## src/rtl/asi_pkg.sv

```systemverilog
// Shared types and constants for the ASI read/write arbiter.
package asi_pkg;

  // Arbiter state: no owner, read channel owns the port, write channel owns the port.
  typedef enum logic [1:0] {
    ARB_IDLE,
    ARB_RGNT,
    ARB_WGNT
  } ARB_STATE;

  // Encoding of the side chosen by an arbitration decision: 1 = read, 0 = write.
  localparam logic ARB_GRANT_READ = 1'b1;

endpackage

```

## src/rtl/asi_arb_if.sv

```systemverilog
// Bundle between the ASI read/write channels (master) and the arbiter (slave).
//
// Handshake: m_arff_rvalid / m_awff_rvalid are burst-start requests. A request
// is accepted when it is sampled high while the arbiter is idle; acceptance is
// signalled by the matching grant rising on the next cycle, and that grant acts
// as the "ready" for the whole burst. The request may drop once the grant is
// seen. Beats (m_re / m_we) count only while the matching grant is high, and the
// beat carrying the last flag ends the burst; the grant falls on the next cycle.
interface asi_arb_if;
  import asi_pkg::*;

  logic m_arff_rvalid;
  logic m_re;
  logic m_rlast;
  logic m_awff_rvalid;
  logic m_we;
  logic m_wlast;
  logic m_rgranted;
  logic m_wgranted;
  logic arb_starve;

  // Channel side: drives requests and beats, observes grants.
  modport master (
    output m_arff_rvalid, m_re, m_rlast,
    output m_awff_rvalid, m_we, m_wlast,
    input  m_rgranted, m_wgranted, arb_starve
  );

  // Arbiter side: observes requests and beats, drives grants.
  modport slave (
    input  m_arff_rvalid, m_re, m_rlast,
    input  m_awff_rvalid, m_we, m_wlast,
    output m_rgranted, m_wgranted, arb_starve
  );

endinterface

```

## src/rtl/asi_arb.sv

```systemverilog
// Read/write arbiter for the shared user-side memory port behind the ASI
// read and write channels. One side owns the port per burst; fixed priority
// with a starvation limit that hands one burst to the waiting side.
module asi_arb
  import asi_pkg::*;
#(
  parameter int ASI_ARB  = 0,
  parameter int ARB_MAXC = 4,
  parameter int ARB_CW   = (ARB_MAXC < 1) ? 1 : $clog2(ARB_MAXC + 1)
) (
  input  logic      usr_clk,
  input  logic      usr_reset_n,
  asi_arb_if.slave  arb,
  output ARB_STATE  state_o
);

  // Which side wins a contested decision when the limit has not been hit.
  localparam logic PRIO_READ = (ASI_ARB != 0) ? ARB_GRANT_READ : ~ARB_GRANT_READ;
  // The starvation limit is disabled entirely for strict priority.
  localparam bit MAXC_EN = (ARB_MAXC != 0);
  localparam logic [ARB_CW-1:0] MAXC_C = ARB_CW'(ARB_MAXC);

  ARB_STATE          state_q, state_d;
  logic [ARB_CW-1:0] cnt_q, cnt_d;
  logic              starve_q, starve_d;

  logic              grant_side_d;
  logic              starve_hit;
  logic [ARB_CW-1:0] cnt_sat;
  logic              req_r, req_w;
  logic              rel_r, rel_w;

  assign req_r = arb.m_arff_rvalid;
  assign req_w = arb.m_awff_rvalid;
  // Beats are qualified by state below, so out-of-turn beats have no effect.
  assign rel_r = arb.m_re & arb.m_rlast;
  assign rel_w = arb.m_we & arb.m_wlast;

  // Priority side has been granted ARB_MAXC times in a row while the other waited.
  assign starve_hit = MAXC_EN && (cnt_q == MAXC_C);
  // Saturating increment; with ARB_MAXC = 0 this holds the counter at zero.
  assign cnt_sat = (cnt_q == MAXC_C) ? cnt_q : cnt_q + ARB_CW'(1);

  // Next-state decision: arbitrate only from IDLE, release on the last beat.
  always_comb begin
    state_d      = state_q;
    cnt_d        = cnt_q;
    starve_d     = starve_q;
    grant_side_d = PRIO_READ;
    unique case (state_q)
      ARB_IDLE: begin
        if (req_r && req_w) begin
          if (starve_hit) begin
            grant_side_d = ~PRIO_READ;
            starve_d     = 1'b1;
            cnt_d        = '0;
          end else begin
            grant_side_d = PRIO_READ;
            starve_d     = 1'b0;
            cnt_d        = cnt_sat;
          end
          state_d = (grant_side_d == ARB_GRANT_READ) ? ARB_RGNT : ARB_WGNT;
        end else if (req_r) begin
          // Uncontested grant: either a non-priority grant or a priority grant
          // with nobody waiting, so the run of consecutive grants restarts.
          state_d  = ARB_RGNT;
          starve_d = 1'b0;
          cnt_d    = '0;
        end else if (req_w) begin
          state_d  = ARB_WGNT;
          starve_d = 1'b0;
          cnt_d    = '0;
        end
      end
      ARB_RGNT: begin
        if (rel_r) state_d = ARB_IDLE;
      end
      ARB_WGNT: begin
        if (rel_w) state_d = ARB_IDLE;
      end
      default: state_d = ARB_IDLE;
    endcase
  end

  // State, consecutive-grant counter and starvation flag registers.
  always_ff @(posedge usr_clk or negedge usr_reset_n) begin
    if (!usr_reset_n) begin
      state_q  <= ARB_IDLE;
      cnt_q    <= '0;
      starve_q <= 1'b0;
    end else begin
      state_q  <= state_d;
      cnt_q    <= cnt_d;
      starve_q <= starve_d;
    end
  end

  // Grants come straight off the state register: glitch-free and mutually exclusive.
  assign arb.m_rgranted = (state_q == ARB_RGNT);
  assign arb.m_wgranted = (state_q == ARB_WGNT);
  assign arb.arb_starve = starve_q;
  assign state_o        = state_q;

endmodule

```

## src/flat_wrapper.sv

```systemverilog
// flat-port wrapper written by rule: the top's interface ports become plain ports
module asi_arb_flat import asi_pkg::*;
#(
  parameter int ASI_ARB  = 0,
  parameter int ARB_MAXC = 4,
  parameter int ARB_CW   = (ARB_MAXC < 1) ? 1 : $clog2(ARB_MAXC + 1)
)
  (usr_clk, usr_reset_n, state_o, arb_m_arff_rvalid, arb_m_re, arb_m_rlast, arb_m_awff_rvalid, arb_m_we, arb_m_wlast, arb_m_rgranted, arb_m_wgranted, arb_arb_starve);
  asi_arb_if arb_i ();
  input  logic usr_clk;
  input  logic usr_reset_n;
  output ARB_STATE state_o;
  input wire logic [$bits(arb_i.m_arff_rvalid)-1:0] arb_m_arff_rvalid;
  input wire logic [$bits(arb_i.m_re)-1:0] arb_m_re;
  input wire logic [$bits(arb_i.m_rlast)-1:0] arb_m_rlast;
  input wire logic [$bits(arb_i.m_awff_rvalid)-1:0] arb_m_awff_rvalid;
  input wire logic [$bits(arb_i.m_we)-1:0] arb_m_we;
  input wire logic [$bits(arb_i.m_wlast)-1:0] arb_m_wlast;
  output wire logic [$bits(arb_i.m_rgranted)-1:0] arb_m_rgranted;
  output wire logic [$bits(arb_i.m_wgranted)-1:0] arb_m_wgranted;
  output wire logic [$bits(arb_i.arb_starve)-1:0] arb_arb_starve;
  assign arb_i.m_arff_rvalid = arb_m_arff_rvalid;
  assign arb_i.m_re = arb_m_re;
  assign arb_i.m_rlast = arb_m_rlast;
  assign arb_i.m_awff_rvalid = arb_m_awff_rvalid;
  assign arb_i.m_we = arb_m_we;
  assign arb_i.m_wlast = arb_m_wlast;
  assign arb_m_rgranted = arb_i.m_rgranted;
  assign arb_m_wgranted = arb_i.m_wgranted;
  assign arb_arb_starve = arb_i.arb_starve;
  asi_arb #(.ASI_ARB(ASI_ARB), .ARB_MAXC(ARB_MAXC), .ARB_CW(ARB_CW)) u_core (.usr_clk(usr_clk), .usr_reset_n(usr_reset_n), .arb(arb_i), .state_o(state_o));
endmodule
```

## config.mk

```make
export PLATFORM = sky130hd
export DESIGN_NAME = asi_arb_flat
export DESIGN_NICKNAME = d
export VERILOG_FILES = /design/src/rtl/asi_pkg.sv /design/src/rtl/asi_arb_if.sv /design/src/rtl/asi_arb.sv /design/src/flat_wrapper.sv
export SDC_FILE = /design/constraint.sdc
export NUM_CORES = 1
export LEC_CHECK = 0
export BUFFER_PORTS_ARGS = -buffer_cell sky130_fd_sc_hd__buf_2
export CORE_AREA = 2 2 39 41
export CTS_CLUSTER_SIZE = 30
export DETAILED_ROUTE_END_ITERATION = 10
export DIE_AREA = 0 0 41 43
export GPL_ROUTABILITY_DRIVEN = 0
export HOLD_SLACK_MARGIN = 0.06
export SLEW_MARGIN = 0
export SYNTH_ARGS = -nofsm -noshare
export SYNTH_HDL_FRONTEND = slang
export SYNTH_SLANG_ARGS = --single-unit
```

## constraint.sdc

```tcl
create_clock -name usr_clk -period 1.6 [get_ports usr_clk]
set_input_delay 0.16 -clock usr_clk [delete_from_list [all_inputs] [get_ports usr_clk]]
set_output_delay 0.16 -clock usr_clk [all_outputs]
set_load 0.01 [all_outputs]
```

==> metrics <==
CP Launch Type=flop; # IOs=13; synthesis warning total=0; die area=about 0.0018 mm^2; initial antenna violation count=0; DRC violations left=0; final setup fails=0; Final #Nets=59; root buf cell=clkbuf_4; hold_buf cts=1; maximum vdd drop=around 0.42 mV; Max Cap Viol=0; synthesized area per cell=between 10 and 15 um^2; largest net degree at the start of global routing=10; #FFs+latches synth=6; post-route ant nets=0; RSZ-0062 raised after global routing=false; DR pass1 iterations=2; CTS Buffer Depth=2; Setup WS post-layout=approximately 0.26 ns; overall die width=about 40 um; fin. max-slew vios=0; dpl ws=roughly 0.25 ns; area of the multi-input gates=172.7 um^2; vias per inst=4.460; WS Path Type=flop to flop; synthesized area=between 300 and 400 um^2; TritonCTS clock tree=built; Hold WC Path Type=input pin to flop; register clock-pin slew on the reported worst setup and hold paths=roughly 0.040 ns; sequential cell area fraction in the yosys report=45.45%; Clock Latency Late Sink=between 0.2 and 0.25 ns; CTS resizes=0; final core occ=between 30% and 40%; final hold viol count=0; diodes inserted=0; fraction of layout cells with a size suffix above 1=38.30%; status=completed; CP Capture Type=flop; clk_skew=0.001411 ns; CP max FO=3; FF+latch area=about 150 um^2; setup_tns=0 ns; Hold WS=approximately 0.13 ns; Die Ht=between 40 and 50 um; total power=0.6426 mW; Critical Path RT=~1.7 ns; Max-Slew Margin vs Limit=78.66%; Unique masters post-synth=22; Worst EP arrival=between 1 and 1.5 ns; # port buffers=12; LEAKAGE=0.2229 nW; Post-Syn Nets=41; Syn Inst Count=31; Total GRT Usage=9.119%; vias in the first global route=~260; GRT Residual Overflow=0; CORE AREA=around 0.0014 mm^2; area grow syn2layout=34.09%; first-pass GRT wire length=roughly 1 mm; detail-routed net length per standard cell=about 11 um; Setup Buffers After CTS=0; Vias=~280; FILL cells=145; CTS Buf Count=3; Final Cycle Share=83.54%; FP Rows=14; H-tree levels=1; Final min period=~1.3 ns; Initial Utilization=23.87%; PwrDens=1451 mW/mm^2; worst slew pin tran=between 0.3 and 0.4 ns; CTS Sinks=6; fmax=between 700 and 800 MHz; DR iter-0 viols=2; Detailed Route WL=696 um
==> final cells by class <==
class | instances | area share, %
inverter | 2 | 1.695
timing repair buffer | 13 | 15.82
clock buffer | 3 | 5.085
tap | 16 | 4.520
multi-input combinational | 23 | 38.98
sequential | 6 | 33.90
==> report_power, final <==
part	total [mW]	internal (mW)	leakage, nW	switching [mW]
logic	0.252	0.128	0.130	0.124
registers	0.257	0.194	0.0790	0.0634
clock network	0.133	0.0844	0.0138	0.0486
==> cells in the mapped netlist (all sizes together) <==
cell type / number / share of area (%)
o21a: 1 / 2.3
nand3: 1 / 1.5
and4: 1 / 3.4
o2bb2ai: 1 / 2.7
nor4b: 1 / 2.7
nor4: 1 / 1.9
a22o: 1 / 2.7
and2b: 1 / 2.3
dfrtp: 6 / 45
nor2b: 1 / 1.9
o21ai: 1 / 1.5
mux2: 1 / 4.5
nor2: 2 / 3.0
ha: 2 / 7.6
a31oi: 1 / 1.9
a21oi: 2 / 3.0
a21o: 1 / 2.3
inv: 2 / 2.3
a21boi: 1 / 2.3
nand2: 2 / 2.3
a311oi: 1 / 2.7
==> cell usage in the layout (no fill, tap or decap), types with 2 or more instances in the layout <==
cell | Yosys | routed
buf_2 | 0 | 12
a21oi_1 | 2 | 2
clkbuf_4 | 0 | 3
ha_1 | 2 | 2
dfrtp_1 | 6 | 6
inv_1 | 2 | 2
nand2_1 | 2 | 2
==> layer usage <==
layer  GRT usage (%)  share of wire, %
met4           8.000                 0
met1           10.93                52
met2           12.19                45
met3           3.141               3.3
met5               0                 0
==> registers in the layout (all words and copies together), names as in the netlist <==
signal	count
u_core.cnt_q	3
u_core.arb.arb_starve	1
u_core.state_o	2
==> through the flow <==
step                      std cells  area [um^2]
after floorplan                  31        330.3
after CTS                        63        442.9
after global routing             63        442.9
after detailed placement         59        410.4
after global placement           59        410.4
final                            63        442.9
==> cells by family after synthesis <==
group / Yosys count / synth area share [%]
AOI/OAI and AO/OA: 10 / 21.22
DFF: 6 / 45.45
and+or+nand+nor: 10 / 18.94
adders and majority gates: 2 / 7.575
muxes: 1 / 4.544
buffers and inverters: 2 / 2.274
==> path summary, 6_finish.rpt <==
path	startpoint	endpoint	slack [ns]	depth (start not counted)
worst max register to register	u_core.cnt_q[0]$_DFFE_PN0P_	u_core.cnt_q[0]$_DFFE_PN0P_	0.26	5
worst min register to register	u_core.arb.arb_starve$_DFFE_PN0P_	u_core.arb.arb_starve$_DFFE_PN0P_	0.49	1
min in group asynchronous	usr_reset_n	u_core.cnt_q[0]$_DFFE_PN0P_	0.28	2
worst max-delay path	u_core.cnt_q[0]$_DFFE_PN0P_	u_core.cnt_q[0]$_DFFE_PN0P_	0.26	5
worst min-delay path	arb_m_wlast	u_core.state_o[1]$_DFFE_PN0P_	0.13	2
max in group asynchronous	usr_reset_n	u_core.cnt_q[2]$_DFFE_PN0P_	1.18	2
==> worst max-delay path, cell delays in order, from the launching register on <==
cell and delay (ns):
dfrtp_1 0.37, inv_1 0.10, ha_1 0.20, nand2_1 0.10, and4_4 0.21, mux2_4 0.25
No activity file was read; power rests on OpenSTA's default activity.
